File: config.mk
export PLATFORM = sky130hd
export DESIGN_NAME = conv3x3_stage_flat
export DESIGN_NICKNAME = d
export VERILOG_FILES = /design/src/rtl/conv3x3_stage_pkg.sv /design/src/rtl/conv3x3_stage_if.sv /design/src/rtl/conv3x3_stage_pix_sat.sv /design/src/rtl/conv3x3_stage.sv /design/src/flat_wrapper.sv
export SDC_FILE = /design/constraint.sdc
export NUM_CORES = 1
export LEC_CHECK = 0
export ABC_AREA = 1
export CAP_MARGIN = 10
export CORE_MARGIN = 3
export CORE_UTILIZATION = 55
export DETAILED_ROUTE_END_ITERATION = 10
export MAX_ROUTING_LAYER = met4
export PLACE_DENSITY_LB_ADDON = 0.15
export SLEW_MARGIN = 20
export SYNTH_ARGS = -nofsm -noshare
export SYNTH_HDL_FRONTEND = slang
export SYNTH_SLANG_ARGS = --single-unit
File: constraint.sdc
create_clock -name clk -period 4.15 [get_ports clk]
set_input_delay 0.415 -clock clk [delete_from_list [all_inputs] [get_ports clk]]
set_output_delay 0.415 -clock clk [all_outputs]
set_load 0.05 [all_outputs]
File: src/rtl/conv3x3_stage_pkg.sv
// Shared types, widths and constants for the 3x3 convolution stage.
package conv3x3_stage_pkg;

  localparam int unsigned IMG_W_DEF   = 256;
  localparam int unsigned IMG_H_DEF   = 256;
  localparam int unsigned PIX_W       = 8;
  localparam int unsigned PART_W      = 10;  // a+2b+c of 8-bit pixels, max 1020
  localparam int unsigned GRAD_W      = 11;  // signed gradient, +-1020
  localparam int unsigned SUM_W       = 12;  // Gaussian sum, max 4080
  localparam int unsigned RND_W       = SUM_W + 1;
  localparam int unsigned CNT_W       = 16;
  localparam int unsigned GAUSS_RND   = 8;
  localparam int unsigned GAUSS_SHIFT = 4;
  localparam int unsigned SAT_MAX     = 255;

  typedef enum logic {
    MODE_GAUSS = 1'b0,
    MODE_SOBEL = 1'b1
  } mode_e;

  // Stage-1 payload: three row sums, two column sums, mode tag.
  typedef struct packed {
    logic [PART_W-1:0] row_top;
    logic [PART_W-1:0] row_mid;
    logic [PART_W-1:0] row_bot;
    logic [PART_W-1:0] col_lft;
    logic [PART_W-1:0] col_rgt;
    mode_e             mode;
  } part_t;

  // Stage-2 payload: Gaussian sum or Sobel magnitude, mode tag.
  typedef struct packed {
    logic [SUM_W-1:0] val;
    mode_e            mode;
  } sum_t;

  // 1-2-1 weighted sum of three pixels.
  function automatic logic [PART_W-1:0] wsum(input logic [PIX_W-1:0] a,
                                             input logic [PIX_W-1:0] b,
                                             input logic [PIX_W-1:0] c);
    return PART_W'(a) + PART_W'({b, 1'b0}) + PART_W'(c);
  endfunction

endpackage

File: src/rtl/conv3x3_stage_if.sv
// Window input / filtered pixel output bundle.
// master: window source + frame control; slave: the filter stage.
interface conv3x3_stage_if;
  import conv3x3_stage_pkg::*;

  logic             in_valid;
  logic [PIX_W-1:0] p1, p2, p3, p4, p5, p6, p7, p8, p9;
  logic             mode;
  logic             frame_start;
  logic             out_valid;
  logic [PIX_W-1:0] pix_out;
  logic             frame_done;
  logic             busy;

  modport master (
    output in_valid, p1, p2, p3, p4, p5, p6, p7, p8, p9, mode, frame_start,
    input  out_valid, pix_out, frame_done, busy
  );

  modport slave (
    input  in_valid, p1, p2, p3, p4, p5, p6, p7, p8, p9, mode, frame_start,
    output out_valid, pix_out, frame_done, busy
  );

endinterface

File: src/rtl/conv3x3_stage_pix_sat.sv
// Saturate an unsigned 12-bit value to 8 bits.
// Ports: val (12b in), sat_c (8b out, combinational).
module pix_sat
  import conv3x3_stage_pkg::*;
(
  input  logic [SUM_W-1:0] val,
  output logic [PIX_W-1:0] sat_c
);

  assign sat_c = (val > SUM_W'(SAT_MAX)) ? PIX_W'(SAT_MAX) : val[PIX_W-1:0];

endmodule

File: src/rtl/conv3x3_stage.sv
// 3-stage 3x3 Gaussian blur / Sobel magnitude filter with frame pixel counter.
// Ports: clk, rst (async, active-high), bus (conv3x3_stage_if.slave):
//   in_valid/p1..p9/mode in, frame_start in, out_valid/pix_out/frame_done/busy out.
module conv3x3_stage
  import conv3x3_stage_pkg::*;
#(
  parameter int unsigned IMG_W = IMG_W_DEF,
  parameter int unsigned IMG_H = IMG_H_DEF
) (
  input  logic             clk,
  input  logic             rst,
  conv3x3_stage_if.slave   bus
);

  localparam int unsigned LAST_PIX = IMG_W * IMG_H - 1;

  logic                    v1, v2, v3;
  part_t                   part_c, s1;
  sum_t                    sum_c, s2;
  logic [SUM_W-1:0]        gauss_c;
  logic signed [GRAD_W-1:0] gx_c, gy_c;
  logic [GRAD_W-1:0]       ax_c, ay_c;
  logic [RND_W-1:0]        rnd_c;
  logic [SUM_W-1:0]        pre_sat_c;
  logic [PIX_W-1:0]        sat_c;
  logic [PIX_W-1:0]        pix_q;
  logic                    done_q;
  logic [CNT_W-1:0]        pix_cnt;
  logic                    last_c;

  // Stage 1 combinational: row and column partial sums.
  always_comb begin
    part_c         = '0;
    part_c.row_top = wsum(bus.p1, bus.p2, bus.p3);
    part_c.row_mid = wsum(bus.p4, bus.p5, bus.p6);
    part_c.row_bot = wsum(bus.p7, bus.p8, bus.p9);
    part_c.col_lft = wsum(bus.p1, bus.p4, bus.p7);
    part_c.col_rgt = wsum(bus.p3, bus.p6, bus.p9);
    part_c.mode    = mode_e'(bus.mode);
  end

  // Stage 2 combinational: full Gaussian sum, or |gx|+|gy|.
  always_comb begin
    gauss_c   = SUM_W'(s1.row_top) + SUM_W'({s1.row_mid, 1'b0}) + SUM_W'(s1.row_bot);
    gx_c      = $signed(GRAD_W'(s1.col_rgt)) - $signed(GRAD_W'(s1.col_lft));
    gy_c      = $signed(GRAD_W'(s1.row_bot)) - $signed(GRAD_W'(s1.row_top));
    ax_c      = gx_c[GRAD_W-1] ? $unsigned(-gx_c) : $unsigned(gx_c);
    ay_c      = gy_c[GRAD_W-1] ? $unsigned(-gy_c) : $unsigned(gy_c);
    sum_c     = '0;
    sum_c.val = (s1.mode == MODE_SOBEL) ? SUM_W'(ax_c) + SUM_W'(ay_c) : gauss_c;
    sum_c.mode = s1.mode;
  end

  // Stage 3 combinational: Gaussian rounding, then shared saturation.
  always_comb begin
    rnd_c     = RND_W'(s2.val) + RND_W'(GAUSS_RND);
    pre_sat_c = (s2.mode == MODE_GAUSS) ? SUM_W'(rnd_c >> GAUSS_SHIFT) : s2.val;
  end

  pix_sat u_pix_sat (
    .val   (pre_sat_c),
    .sat_c (sat_c)
  );

  assign last_c = (pix_cnt == CNT_W'(LAST_PIX));

  // Pipeline registers; mode travels with its window.
  always_ff @(posedge clk or posedge rst) begin
    if (rst) begin
      v1     <= 1'b0;
      v2     <= 1'b0;
      v3     <= 1'b0;
      s1     <= '0;
      s2     <= '0;
      pix_q  <= '0;
      done_q <= 1'b0;
    end else begin
      v1     <= bus.in_valid;
      v2     <= v1;
      v3     <= v2;
      if (bus.in_valid) s1 <= part_c;
      if (v1)           s2 <= sum_c;
      pix_q  <= v2 ? sat_c : '0;
      done_q <= v2 && last_c;
    end
  end

  // Pixel counter; an idle-only frame_start never races a counted pixel.
  always_ff @(posedge clk or posedge rst) begin
    if (rst) begin
      pix_cnt <= '0;
    end else if (v2) begin
      pix_cnt <= last_c ? '0 : pix_cnt + CNT_W'(1);
    end else if (bus.frame_start && !bus.busy) begin
      pix_cnt <= '0;
    end
  end

  assign bus.out_valid  = v3;
  assign bus.pix_out    = pix_q;
  assign bus.frame_done = done_q;
  assign bus.busy       = v1 | v2 | v3;

endmodule

File: src/flat_wrapper.sv
// flat-port wrapper written by rule: the top's interface ports become plain ports
module conv3x3_stage_flat import conv3x3_stage_pkg::*;
#(
  parameter int unsigned IMG_W = IMG_W_DEF,
  parameter int unsigned IMG_H = IMG_H_DEF
)
  (clk, rst, bus_in_valid, bus_p1, bus_p2, bus_p3, bus_p4, bus_p5, bus_p6, bus_p7, bus_p8, bus_p9, bus_mode, bus_frame_start, bus_out_valid, bus_pix_out, bus_frame_done, bus_busy);
  conv3x3_stage_if bus_i ();
  input  logic clk;
  input  logic rst;
  input wire logic [$bits(bus_i.in_valid)-1:0] bus_in_valid;
  input wire logic [$bits(bus_i.p1)-1:0] bus_p1;
  input wire logic [$bits(bus_i.p2)-1:0] bus_p2;
  input wire logic [$bits(bus_i.p3)-1:0] bus_p3;
  input wire logic [$bits(bus_i.p4)-1:0] bus_p4;
  input wire logic [$bits(bus_i.p5)-1:0] bus_p5;
  input wire logic [$bits(bus_i.p6)-1:0] bus_p6;
  input wire logic [$bits(bus_i.p7)-1:0] bus_p7;
  input wire logic [$bits(bus_i.p8)-1:0] bus_p8;
  input wire logic [$bits(bus_i.p9)-1:0] bus_p9;
  input wire logic [$bits(bus_i.mode)-1:0] bus_mode;
  input wire logic [$bits(bus_i.frame_start)-1:0] bus_frame_start;
  output wire logic [$bits(bus_i.out_valid)-1:0] bus_out_valid;
  output wire logic [$bits(bus_i.pix_out)-1:0] bus_pix_out;
  output wire logic [$bits(bus_i.frame_done)-1:0] bus_frame_done;
  output wire logic [$bits(bus_i.busy)-1:0] bus_busy;
  assign bus_i.in_valid = bus_in_valid;
  assign bus_i.p1 = bus_p1;
  assign bus_i.p2 = bus_p2;
  assign bus_i.p3 = bus_p3;
  assign bus_i.p4 = bus_p4;
  assign bus_i.p5 = bus_p5;
  assign bus_i.p6 = bus_p6;
  assign bus_i.p7 = bus_p7;
  assign bus_i.p8 = bus_p8;
  assign bus_i.p9 = bus_p9;
  assign bus_i.mode = bus_mode;
  assign bus_i.frame_start = bus_frame_start;
  assign bus_out_valid = bus_i.out_valid;
  assign bus_pix_out = bus_i.pix_out;
  assign bus_frame_done = bus_i.frame_done;
  assign bus_busy = bus_i.busy;
  conv3x3_stage #(.IMG_W(IMG_W), .IMG_H(IMG_H)) u_core (.clk(clk), .rst(rst), .bus(bus_i));
endmodule
# Word-level counts from Yosys, hierarchy flattened
# Index checks and enable logic that the tools add are counted.
[word_totals]
ff_bits = 92
input_bits = 77
[op_classes]
magnitude_cmp = 1
n_bitwise = 2
n_eq_ne = 1
n_addsub = 19
n_mux = 9
n_reduce_logical = 4
[ops]
columns = ["op", "count"]
rows = [
  ["adder 10 x 8 -> 10 bit", 5],
  ["adder 8 x 9 -> 10 bit", 5],
  ["2-to-1 mux 16 bit", 3],
  ["2-to-1 mux 12 bit", 2],
  ["2-to-1 mux 11 bit", 2],
  ["negation 11 bit", 2],
  ["subtractor 10 x 10 -> 11 bit", 2],
  ["adder 16 x 1 -> 16 bit (second input constant)", 1],
  ["== test 16 bit (second input constant)", 1],
  ["2-to-1 mux 8 bit", 2],
  ["adder 12 x 4 -> 13 bit (second input constant)", 1],
  ["adder 10 x 11 -> 12 bit", 1],
  ["adder 11 x 11 -> 12 bit", 1],
  ["adder 12 x 10 -> 12 bit", 1],
  ["greater-than comparator 12 x 8 -> 1 bit (second input constant)", 1],
  ["logical AND 1 bit", 2],
  ["OR 1 bit", 2],
  ["nonzero test 2 bit", 1],
  ["zero test 1 bit", 1],
]

# Logic depth before layout (Yosys ltp)
# Gate-level depths: netlist (run 1).
[logic_depth]
depth_word = 6
mapped_depth = 26
ltp_nobuf = 26

# Cells and area by module
# A second synthesis (run 1) with hierarchy kept.
[unflattened]
hier_cells = 1212
area_unflattened_um2 = 9125.0
[modules_own_cells]
columns = ["module", "seq_area_each_um2", "n_inst", "cells_per_inst", "area_each_um2"]
rows = [
  ["conv3x3_stage", 2302.2, 1, 1194, 9042.4],
  ["pix_sat", 0.0, 1, 18, 82.6],
]

# Least setup slack after synthesis (run 1)
# OpenSTA, ideal clock, no wires.
[synth_timing]
path_kind = "register to register"
start = "reg u_core.s1[21] (netlist name)"
end = "reg u_core.s2[9] (netlist name)"
path_slack_ns = 1.156
path_stages_with_launch = 20
arrival_ns = 2.858
period_less_slack_ns = 2.994
setup_time_ns = 0.136
path_cell_list = "dfrtp_1 inv_1 ha_1 inv_1 fa_1 xor2_1 nor3_1 nand3_2 nand2_1 xor2_1 inv_1 ha_1 a21oi_1 nor2_1 nor2_1 nand3_1 nand2_1 o21ai_0 nand2_1 o21ai_0"
[synth_between]
elab_chain_len = 5
[synth_lines]
columns = ["item", "line_no", "source"]
rows = [
  ["start: declaration", "conv3x3_stage.sv:18", "part_t part_c, s1;"],
  ["start signal: assignment", "conv3x3_stage.sv:81", "if (bus.in_valid) s1 <= part_c;"],
  ["subtractor 10 x 10 -> 11 bit", "conv3x3_stage.sv:46", "gy_c = $signed(GRAD_W'(s1.row_bot)) - $signed(GRAD_W'(s1.row_top));"],
  ["negation 11 bit", "conv3x3_stage.sv:48", "ay_c = gy_c[GRAD_W-1] ? $unsigned(-gy_c) : $unsigned(gy_c);"],
  ["2-to-1 mux 11 bit", "conv3x3_stage.sv:48", ""],
  ["adder 11 x 11 -> 12 bit", "conv3x3_stage.sv:50", "sum_c.val = (s1.mode == MODE_SOBEL) ? SUM_W'(ax_c) + SUM_W'(ay_c) : gauss_c;"],
  ["2-to-1 mux 12 bit (*)", "conv3x3_stage.sv:50", ""],
  ["end signal: assignment", "conv3x3_stage.sv:82", "if (v1) s2 <= sum_c;"],
  ["end: declaration", "conv3x3_stage.sv:19", "sum_t sum_c, s2;"],
]
# Mark *: on every way between the ends. The rest lies on a longest branch, timed or not.
# A chain may end at the register's enable or synchronous reset.

# Worst setup path after layout (run 1)
[layout_timing]
start = "reg u_core.s1[21] (netlist name)"
end = "reg u_core.s2[11] (netlist name)"
# The elaborated chain is that of the path after synthesis.

==> results of run 1 <==
critical path: cells and delay by family (launching register included):
family / cells / cell delay (ps)
compound gates: 2 / 430
xor+xnor: 2 / 360
fa+ha+maj: 3 / 930
buf+inv: 3 / 190
flops: 1 / 390
simple gates: 10 / 1000
stage by stage:
stage                     hold slack (ps)  cells
after floorplan                       352   1228
final                                 475   1533
after global routing                  505   1533
after detailed placement              469   1517
after CTS                             486   1533
after global placement                466   1517
how the worst max path moves through the flow:
stage / from / endpoint / slack [ps]
finish: u_core.s1[21] / u_core.s2[11] / 810
global route: u_core.s1[1] / u_core.s2[11] / 410
CTS: u_core.s1[21] / u_core.s2[11] / 840
detailed placement: u_core.s1[21] / u_core.s2[11] / 850
floorplan: u_core.s1[21] / u_core.s2[9] / 1160
global placement: u_core.s1[21] / u_core.s2[11] / 940
per-layer routing:
layer | wire (µm) | share of wire [%] | track usage [%]
met5 | 0 | 0 | -
met4 | 678 | 3.1 | 8.94
met3 | 737 | 3.3 | 2.78
met2 | 10600 | 48 | 43.7
met1 | 10000 | 46 | 33.3
registers in the layout (all words and copies together) (netlist names):
name	flops
u_core.s1	51
u_core.v2	1
u_core.bus.frame_done	1
u_core.bus.out_valid	1
u_core.pix_cnt	16
u_core.s2	13
u_core.bus.pix_out	8
u_core.v1	1
synth_stat cells (5+ instances only):
cell      instances
a21oi_1          74
buf_1             5
clkbuf_1         11
dfrtp_1          92
fa_1             53
ha_1             91
inv_1           180
inv_2             5
nand2_1         314
nand2_2          11
nand3_1          95
nand3_2           7
nand3b_1          7
nand4_1          22
nor2_1           78
nor2_2            6
nor3_1            9
o21ai_0          85
or2_2            12
xnor2_1          11
xor2_1           22
power groups by stage:
stage	Clock, W	Combinational (W)	Sequential (W)
after floorplan	0	0.00405	0.00136
after global placement	0	0.00534	0.00132
after detailed placement	0	0.00538	0.00133
after CTS	0.000833	0.00542	0.00132
after global routing	0.000872	0.00623	0.00135
final	0.000824	0.00545	0.00132
cells by family after synthesis:
group	count (synthesis)
adders and majority gates	144
DFF	92
xor gates and xnor gates	33
and+or+nand+nor	570
AOI/OAI and AO/OA	185
buffers and inverters	204
cell type report:
cell class	instances	area share, %
clock buffer	11	2.42
clock inverter	5	0.407
inverter	186	6.71
multi-input combinational	932	57.3
sequential	92	22.0
tap	216	2.58
timing repair buffer	91	8.57
==> flow_metrics.tcl, run 1 <==
set metrics [dict create \
    outcome "finished clean" \
    ff_latch_area_mm2 0.00230 \
    cts_tree "done" \
    drc 0 \
    grt_util_all_layers_pct 26.1 \
    switchingPower_w 0.00400 \
    synthesis.area_mm2 0.00906 \
    finalSetupTns_ps 0 \
    final_antenna_net_count 0 \
    numClockSinks 92 \
    io-pin-count 88 \
    timing.setup.critical_path_class "register to register" \
    p_per_area_mw_per_mm2 725 \
    start_kind "register" \
    max-clock-path-buffers 2 \
    grt_max_degree 53 \
    final_common_cell "nand2_1" \
    path_common_cell "nand2_1" \
    dpl_cell_area_mm2 0.0102 \
    hold_class "input port to async pin" \
    final_area_mm2 0.0105 \
    dieArea_mm2 0.0181 \
    rrSetupSlack_ps 810 \
    final_cell_mix "nand2_1, inv_1, nand3_1" \
    syn_inst 1228 \
    critPathMaxStageDelay_ps 430 \
    pre_cts_ws_ps 850 \
    crit_slowest_cell "fa_1" \
    postCtsSetupRepairBufs 0 \
    synth_area_leaders "dfrtp_1, nand2_1, ha_1" \
    post-route-period-util_pct 80.5 \
    synth_xor_area_share_pct 3.19 \
    io_buffer_count 87 \
    synth_fa_ha_area_share_pct 24.3 \
    drt-initial-drc-count 591 \
    p_comb_share_pct 71.8 \
    syn_avg_cell_area_um2 7.38 \
    final_core_util_pct 65.4 \
    clock_latency_ps 350 \
    synth_top_family_by_area "simple AND/OR/NAND/NOR gates" \
    fin_crit_ps 3340 \
    wl_per_cell_um 14.4 \
    multiInputGateArea_mm2 0.00599 \
    core-area_mm2 0.0160 \
    synth_top_area_share_pct 25.4 \
    drv_slew 0 \
    peakVddDrop_uv 579 \
    p_leak_nw 5.28 \
    synthArstFlopShare_pct 100 \
    clkTransAtPathRegs_ps 70 \
    synth_area_leader_cell "dfrtp_1" \
    crit_chain "inv_1, ha_1, inv_1, fa_1, xor2_1, nor3_1, nand3_2, nand2_1, xor2_1, inv_1, ha_1, a21oi_1, o21ai_0, nand2_1, nand3_1, nand2_1, nand3_1, nand2_1, nand2_1, nand2_1" \
    crit-reg2reg-launch "u_core.s1[21]" \
    worst_slew_margin_rel_pct 52.5 \
    antennaDiodeCount 0 \
    p_clk_share_pct 10.9 \
    cts_buffers 9 \
    arrival_ps 3630 \
    ys_types 43 \
    grt_pass1_wl_um 37300 \
    setup_violations 0 \
    antenna_found_initial 0 \
    internal_power_w 0.00359 \
    clock.fmax_mhz 299 \
    vias_per_cell 5.30 \
    fp.dieW_um 134 \
    initial_core_util_pct 56.7 \
    vias 8121 \
    r2r_end "u_core.s2[11]" \
    synth-edff-count 0 \
    crit_fanout 6 \
    tightest_slew_ps 712 \
    max_cap_viol_count 0 \
    syn2layout_area_growth_pct 15.4 \
    gp_congestion 0.948 \
    cp.required_ps 4450 \
    synth_compound_area_share_pct 10.9 \
    synth_flop_cell "dfrtp_1" \
    dr.pass1.iters 5 \
    muxShareOfSynthArea_pct 0 \
    drive_above_1_share_pct 5.54 \
    worstSetupEndpointType "register" \
    hold_viol 0 \
    dpl.hpwl_um 18500 \
    num-fill-cells 1484 \
    overflow 0 \
    rows 46 \
    power_frac_seq_pct 17.4 \
    synth.yosys.seq_area_share_pct 25.4 \
    rsz0062_at_grt "no" \
    synthSimpleGateAreaFrac_pct 27.8 \
    clock_skew_ps 6.76 \
    die_h_um 134 \
    cts_root_buffer "clkbuf_16" \
    cts_hold_buf 0 \
    htree_levels 3 \
    synth_fp_nets 1449 \
    reg2regPathDepth 20 \
    nets 1533 \
    grt_pass1_vias 8036 \
    cts-resized-gates 0 \
    yosys_warnings 0 \
    power.total_w 0.00759 \
    switching_share_pct 52.7 \
    synth-seq-cells 92 \
    routed_wl_um 22100 \
    setup_ws_ps 810 \
]
No activity file was read; power rests on OpenSTA's default activity.
==> run 2: changes to the inputs <==
--- a/config.mk
+++ b/config.mk
@@ -8,7 +8,7 @@
 export ABC_AREA = 1
 export CAP_MARGIN = 10
 export CORE_MARGIN = 3
-export CORE_UTILIZATION = 55
+export CORE_UTILIZATION = 54
 export DETAILED_ROUTE_END_ITERATION = 10
 export MAX_ROUTING_LAYER = met4
 export PLACE_DENSITY_LB_ADDON = 0.15
==> constraint.sdc (replaced) <==
create_clock -name clk -period 2.7 [get_ports clk]
set_input_delay 0.27 -clock clk [delete_from_list [all_inputs] [get_ports clk]]
set_output_delay 0.27 -clock clk [all_outputs]
set_load 0.05 [all_outputs]
==> flow_metrics.tcl, run 2 (synthesis results as in run 1) <==
set metrics [dict create \
    clock.fmax_mhz 320 \
    arrival_ps 3380 \
    crit_slowest_cell "fa_2" \
    dieArea_mm2 0.0184 \
    p_leak_nw 6.11 \
    vias 8920 \
    crit-reg2reg-launch "u_core.s1[1]" \
    nets 1681 \
    syn2layout_area_growth_pct 34.5 \
    timing.setup.critical_path_class "register to register" \
    clock_latency_ps 360 \
    rsz0062_at_grt "yes" \
    p_per_area_mw_per_mm2 1360 \
    crit_fanout 4 \
    fp.dieW_um 136 \
    initial_core_util_pct 56.0 \
    antenna_found_initial 0 \
    overflow 0 \
    wl_per_cell_um 15.3 \
    num-fill-cells 1230 \
    path_common_cell "nand2_1" \
    cts_root_buffer "clkbuf_16" \
    drt-initial-drc-count 583 \
    drive_above_1_share_pct 22.1 \
    io-pin-count 88 \
    ff_latch_area_mm2 0.00230 \
    routed_wl_um 25800 \
    grt_pass1_vias 8971 \
    clock_skew_ps 5.66 \
    gp_congestion 0.920 \
    fin_crit_ps 3130 \
    violations "setup timing" \
    rows 46 \
    hold_class "input port to async pin" \
    htree_levels 3 \
    final_antenna_net_count 0 \
    dr.pass1.iters 5 \
    path_buf_inv 2 \
    io_buffer_count 87 \
    numClockSinks 92 \
    hold_viol 0 \
    multiInputGateArea_mm2 0.00658 \
    worstSetupEndpointType "register" \
    antennaDiodeCount 0 \
    clkTransAtPathRegs_ps 70 \
    dpl.hpwl_um 20600 \
    final_area_mm2 0.0122 \
    final_common_cell "nand2_1" \
    crit_path_start "u_core.s1[1]" \
    vias_per_cell 5.31 \
    max_cap_viol_count 0 \
    worst-path-stages 20 \
    cts_hold_buf 0 \
    max_flop_register "u_core.s1" \
    die_h_um 136 \
    setup_ws_ps -427 \
    outcome "finished, violations left" \
    cp.required_ps 2950 \
    power.total_w 0.0165 \
    grt_pass1_wl_um 41800 \
    dpl_cell_area_mm2 0.0113 \
    start_kind "register" \
    worst_slew_margin_rel_pct 49.0 \
    tightest_slew_ps 764 \
    reg2regPathDepth 20 \
    cts_tree "done" \
    cts_buffers 9 \
    peakVddDrop_uv 1060 \
    post-route-period-util_pct 116 \
    drv_slew 0 \
    final_cell_mix "nand2_1, inv_1, buf_4" \
    crit_chain "inv_2, ha_4, inv_4, fa_2, xor2_4, nor3_4, nand3_2, nor2_4, nor2_2, nand3_1, nand2_2, ha_4, nand2_2, a21oi_1, nor2_1, nand4_1, nand3_1, nand2_1, nand2_1, nand2_1" \
    grt_util_all_layers_pct 29.3 \
    core-area_mm2 0.0162 \
    largest_reg_flops 51 \
    reg_top3 "u_core.s1: 51 flops, u_core.pix_cnt: 16 flops, u_core.s2: 13 flops" \
    critPathMaxStageDelay_ps 410 \
    grt_max_degree 51 \
    setup_violations 10 \
    drc 0 \
    crit_family "simple AND/OR/NAND/NOR gates" \
    max-clock-path-buffers 2 \
]
==> run 2: changes by cell type in the layout (fill, tap and decap cells not counted), sizes merged <==
cell,previous run,this run
dlymetal6s2s,0,4
clkbuf,11,10
clkdlybuf4s50,86,82
clkinvlp,0,1
buf,5,153
inv,187,188
clkinv,4,3
==> run 2: stage by stage <==
step	util (%)	TNS [ps]	std cells	hold WS, ps	setup WS, ps
3_5_place_dp	70.0	-4990	1654	470	-432
2_1_floorplan	-	-937	1228	301	-175
3_3_place_gp	70.0	-4160	1654	474	-449
5_1_grt	75.4	-5220	1681	289	-615
6_report	75.4	-3550	1681	239	-427
4_1_cts	73.0	-2970	1676	253	-381
==> run 2: final timing paths <==
path	end	slack, ps
hold reg to reg	u_core.s2[8]	480
setup / recovery	u_core.s2[11]	-430
setup reg to reg	u_core.s2[11]	-430
hold / removal	u_core.pix_cnt[14]	240
min in group clk	u_core.v1	410
max in group asynchronous	u_core.s1[18]	1830
==> run 2: metal layers <==
metal  wire length, µm  up-vias  GRT usage, %  share of wire [%]
met4               748        0          9.35                2.9
met2             13400      236          51.9                 52
met5                 0        -             -                  0
li1                  -     4441             -                  -
met3              1100       55          4.38                4.3
met1             10500     4188          34.4                 41
==> run 2: final cells by class <==
class,instances,share of cell area [%]
inverter,186,5.80
sequential,92,18.9
timing repair buffer,239,16.7
tap,216,2.22
clock buffer,10,1.96
clock inverter,6,0.431
multi-input combinational,932,54.0
==> run 2: what timing repair did <==
| item | 4_1_cts | 5_1_grt |
|---|---|---|
| buffers inserted | 6 | 5 |
| resized for setup | 36 | 89 |
| pin swaps | 22 | 50 |
| setup endpoints to repair | 10 | 15 |
==> run 2: power breakdown <==
| group | switching (W) | internal, W |
|---|---|---|
| Clock | 0.000599 | 0.000666 |
| Sequential | 0.000275 | 0.00173 |
| Combinational | 0.00726 | 0.00600 |
